File: src/rtl/first_counter_underflow.sv
// Loadable down-counter with sticky underflow flag, one-cycle borrow pulse on each
// wrap through zero, and optional auto-reload from the last loaded value.
module first_counter_underflow #(
  parameter int unsigned          WIDTH       = 4,
  parameter logic [WIDTH-1:0]     RELOAD_INIT = 4'hF
) (
  input  logic             clk,
  input  logic             reset,
  input  logic             enable,
  input  logic             load,
  input  logic [WIDTH-1:0] load_value,
  input  logic             auto_reload,
  input  logic             clear_flag,
  output logic [WIDTH-1:0] counter_out,
  output logic             underflow_out,
  output logic             borrow_pulse,
  output logic             zero_out
);

  localparam logic [WIDTH-1:0] ONE = {{(WIDTH-1){1'b0}}, 1'b1};

  logic [WIDTH-1:0] counter_q, counter_d;
  logic [WIDTH-1:0] reload_q, reload_d;
  logic             underflow_q, underflow_d;
  logic             borrow_q, borrow_d;
  logic             count_is_zero;

  assign count_is_zero = (counter_q == '0);

  always_comb begin
    counter_d   = counter_q;
    reload_d    = reload_q;
    borrow_d    = 1'b0;
    // A wrap on the same edge overrides the clear below, so set wins.
    underflow_d = underflow_q & ~clear_flag;
    if (load) begin
      counter_d = load_value;
      reload_d  = load_value;
    end else if (enable) begin
      if (count_is_zero) begin
        counter_d   = auto_reload ? reload_q : '1;
        borrow_d    = 1'b1;
        underflow_d = 1'b1;
      end else begin
        counter_d = counter_q - ONE;
      end
    end
  end

  always_ff @(posedge clk) begin
    if (reset) begin
      counter_q   <= '0;
      reload_q    <= RELOAD_INIT;
      underflow_q <= 1'b0;
      borrow_q    <= 1'b0;
    end else begin
      counter_q   <= counter_d;
      reload_q    <= reload_d;
      underflow_q <= underflow_d;
      borrow_q    <= borrow_d;
    end
  end

  assign counter_out   = counter_q;
  assign underflow_out = underflow_q;
  assign borrow_pulse  = borrow_q;
  assign zero_out      = count_is_zero;

endmodule

File: config.mk
export PLATFORM = sky130hd
export DESIGN_NAME = first_counter_underflow
export DESIGN_NICKNAME = d
export VERILOG_FILES = /design/src/rtl/first_counter_underflow.sv
export SDC_FILE = /design/constraint.sdc
export NUM_CORES = 1
export LEC_CHECK = 0
export CAP_MARGIN = 20
export CORE_MARGIN = 5
export CORE_UTILIZATION = 38
export CTS_CLUSTER_SIZE = 12
export DETAILED_ROUTE_END_ITERATION = 8
export PLACE_DENSITY_LB_ADDON = 0.12
export SYNTH_ARGS = -nofsm -noshare
export SYNTH_HDL_FRONTEND = slang
export SYNTH_SLANG_ARGS = --single-unit
File: constraint.sdc
create_clock -name clk -period 1.5 [get_ports clk]
set_clock_uncertainty 0.15 [all_clocks]
set_input_delay 0.3 -clock clk [delete_from_list [all_inputs] [get_ports clk]]
set_output_delay 0.3 -clock clk [all_outputs]
set_load 0.01 [all_outputs]
# Yosys cells after proc, flatten, opt, wreduce, memory -nomap -nowiden
# Index checks and enable logic that the tools add are counted.
# W data, S select, Z words.
[word_totals] register_bits=10 in_bits=10 output_inout_bits=7 wordCells=19
[classes] add_sub_neg=1 muxes=8 bitwise=3 reduce_logical=3
[op_table] op="$mux W4" n=4
[op_table] op="$logic_not A4 Y1" n=1
[op_table] op="$mux W1" n=4
[op_table] op="$sub A4 B1 Y4 const B" n=1
[op_table] op="$reduce_or A3 Y1" n=1
[op_table] op="$not A1 Y1" n=2
[op_table] op="$reduce_bool A2 Y1" n=1
[op_table] op="$and A1 B1 Y1" n=1

# Depth between registers and ports, before layout
# Gate-level depths: netlist of the first run.
[logic_depth] depth_word=5 depth_mapped=5 depth_no_buf=5

# Least setup slack after synthesis of the first run
# OpenSTA, ideal clock, no wires.
[synth_timing] path_kind="register to register" startpoint="reg counter_q[0] (netlist: counter_out[0])" endpoint="reg counter_q[3] (netlist: counter_out[3])" arrival_time_ns=1.211 path_slack_ns=0.012 stages_incl_launch_ff=6 n_path_buf=0 path_cell_list="dfxtp_1 inv_1 ha_1 nor2b_1 a211oi_1 a211oi_2"
[synth_between] elab_chain_len=4
[synth_rtl] element="start, declared" line_no="22" text="logic [WIDTH-1:0] counter_q, counter_d;"
[synth_rtl] element="start signal, assigned" line_no="57" text="counter_q <= counter_d;"
[synth_rtl] element="$sub A4 B1 Y4 or $logic_not A4 Y1 (tied branches)" line_no="45, 28"
[synth_rtl] element="$mux W4 (*)" line_no="40" text="if (count_is_zero) begin"
[synth_rtl] element="$mux W4 (*)" line_no="39" text="end else if (enable) begin"
[synth_rtl] element="$mux W4 (*)" line_no="36" text="if (load) begin"
# Mark *: on every way between the ends. The rest lies on a longest branch, timed or not. The select of a mux whose other input is x is not followed.
# A chain may end at the register's enable or synchronous reset.

# Worst setup path in the final report of the first run
[layout_timing] startpoint="reg counter_q[0] (netlist: counter_out[0])" endpoint="out zero_out"
[layout_between] elab_chain_len=1
[layout_rtl] element="$logic_not A4 Y1" line_no="28" text="assign count_is_zero = (counter_q == '0);"
[layout_rtl] element="end, declared" line_no="17" text="output logic zero_out"
# No other way between the ends.

==> impl_metrics.env, run 1 <==
export IMPL_outcome="finished with violations"
export IMPL_violations="setup timing"
export IMPL_instances_no_fill=103
export IMPL_antenna_found_initial=0
export IMPL_drtAntennaViolNets=0
export IMPL_syn_area_um2=527
export IMPL_period_share_pct=104
export IMPL_place_area_um2=777
export IMPL_numCtsBuffers=3
export IMPL_place_congestion=0.780
export IMPL_cts_tree="done"
export IMPL_holdWs_ns=0.318
export IMPL_die_h_um=47.2
export IMPL_syn_num_nets=69
export IMPL_critPathArrivalTime_ns=1.12
export IMPL_fillers=119
export IMPL_end_kind="primary output"
export IMPL_syn_inst=58
export IMPL_num_rows=13
export IMPL_drive_above_1_share_pct=37.5
export IMPL_dp_cells=98
export IMPL_yosysSeqAreaShare_pct=38.0
export IMPL_rsz0062_at_grt="true"
export IMPL_detail_route_iter0_violations=10
export IMPL_grt_overflow=0
export IMPL_clockBufferDepth=2
export IMPL_grt_pass1_wl_um=2160
export IMPL_layout_commonest_cell="buf_4"
export IMPL_drv_slew=0
export IMPL_irDropWorstVdd_mv=0.566
export IMPL_post_route_min_period_ns=1.57
export IMPL_synth_cell_type_count=27
export IMPL_critPathKind="reg2out"
export IMPL_htree_levels=1
export IMPL_max_slew_margin_rel_pct=79.5
export IMPL_nets=100
export IMPL_max_cap_violations=0
export IMPL_fin_area_um2=838
export IMPL_cp_start_kind="flip-flop"
export IMPL_syn_avg_cell_area_um2=9.08
export IMPL_grt_max_degree=7
export IMPL_p_per_area_nw_per_um2=904
export IMPL_place_hpwl_um=999
export IMPL_setup_ws_ns=-0.0668
export IMPL_clkTransAtPathRegs_ns=0.07
export IMPL_grt_pass1_vias=482
export IMPL_core_um2=1300
export IMPL_p_total_mw=0.758
export IMPL_worstMarginPinSlew_ns=0.304
export IMPL_ios=17
export IMPL_crit_required_ns=1.05
export IMPL_dieArea_um2=2230
export IMPL_cp_max_fo=2
export IMPL_mostFrequentLayoutCells="buf_4 (12), clkdlybuf4s50_1 (9), a21oi_1 (6), dfxtp_1 (6)"
export IMPL_vias=504
export IMPL_drc=0
export IMPL_fmax_mhz=638
export IMPL_diodes=0
export IMPL_routed_wl_um=1340
export IMPL_setup_viol=1
export IMPL_via_per_inst=4.89
export IMPL_firstDrtPassIters=4
export IMPL_hold_class="reg2reg"
export IMPL_pre_cts_slack_ns=-0.217
export IMPL_start_util_pct=40.5
export IMPL_cts_root_buf="clkbuf_4"
export IMPL_routedWlPerCell_um=13.0
export IMPL_ys_seq_elements=10
export IMPL_clock_sinks=10
export IMPL_die_w_um=47.2
export IMPL_port_buffers=16
export IMPL_yosysWarningCount=0
export IMPL_tns_ns=-0.0668
export IMPL_utilization_pct=64.4
export IMPL_clk_latency_ns=0.27
export IMPL_track_usage_pct=14.3
export IMPL_leakage_nw=0.362
export IMPL_hold_viol=0
export IMPL_syn_to_final_growth_pct=59.1
sequential cells by signal, summed over array words and instances, names as in the netlist:
| signal | cells |
|---|---|
| reload_q | 4 |
| borrow_pulse | 1 |
| counter_out | 4 |
| underflow_out | 1 |
cells by family after synthesis:
family          Yosys count  share of synthesized area, %
simple gates             20                          25.9
compound gates           19                          27.3
flops                    10                          38.0
buf+inv                   8                          6.41
fa+ha+maj                 1                          2.37
synthesized netlist by cell type, drive strengths merged:
| cell | n | area share (%) |
|---|---|---|
| dfxtp | 10 | 38 |
| or2b | 1 | 1.4 |
| ha | 1 | 2.4 |
| buf | 1 | 1.4 |
| o311ai | 1 | 1.7 |
| nand4bb | 1 | 2.1 |
| nor3b | 1 | 3.6 |
| o21bai | 1 | 1.4 |
| o21ai | 2 | 1.9 |
| a211oi | 3 | 5.2 |
| nor4 | 1 | 1.2 |
| o221ai | 2 | 3.3 |
| a22oi | 2 | 2.8 |
| inv | 6 | 4.3 |
| a21oi | 6 | 5.7 |
| a21o | 1 | 1.4 |
| nand2 | 3 | 2.1 |
| or2 | 2 | 2.4 |
| nor3 | 1 | 0.95 |
| nor2 | 3 | 2.1 |
| nand2b | 3 | 3.6 |
| nor4b | 1 | 2.8 |
| o2bb2a | 1 | 3.8 |
| nor2b | 3 | 3.6 |
| clkbuf | 1 | 0.71 |
per-layer routing:
layer	part of all wire [%]	GRT usage (%)
met1	47	17.5
met2	48	21.4
met3	4.1	3.83
met4	0.90	9.94
met5	0	0
layout make-up:
type	count	area, um2	share of cell area [%]
Clock buffer	4	36.3	4.33
Inverter	6	22.5	2.69
Sequential cell	10	205	24.5
Multi-Input combinational cell	40	319	38.1
Timing Repair Buffer	28	236	28.2
Tap cell	15	18.8	2.24
report_power, final:
group	internal [mW]	total, mW	switching (mW)
clock	0.147	0.249	0.101
sequential	0.286	0.300	0.0137
combinational	0.118	0.209	0.0908
path summary, 6_finish.rpt:
path,startpoint,endpoint,slack [ns],cells after the start
hold / removal,reload_q[1]$_SDFFE_PP1P_,reload_q[1]$_SDFFE_PP1P_,0.32,2
setup / recovery,counter_out[0]$_SDFFE_PP0P_,zero_out,-0.07,4
hold reg to reg,reload_q[1]$_SDFFE_PP1P_,reload_q[1]$_SDFFE_PP1P_,0.32,2
setup reg to reg,counter_out[0]$_SDFFE_PP0P_,counter_out[3]$_SDFFE_PP0P_,0.10,6
repair_timing:
action	CTS	global route
setup endpoints to repair	8	6
pin swaps	0	1
setup buffers	0	1
hold buffers	0	0
gates resized for setup	15	10
critical path: stages (launching register included):
cell and delay [ns]:
dfxtp_2 0.33, inv_2 0.07, ha_4 0.12, nor3b_4 0.18
buf_2 0.16
Note: power is estimated with default switching activity, not from simulation.
==> run 2: changes to the inputs <==
Settings changed: HOLD_SLACK_MARGIN set to 0.02.
==> results of run 2 <==
No change in the layout: final DEF, timing and power equal those of run 1.
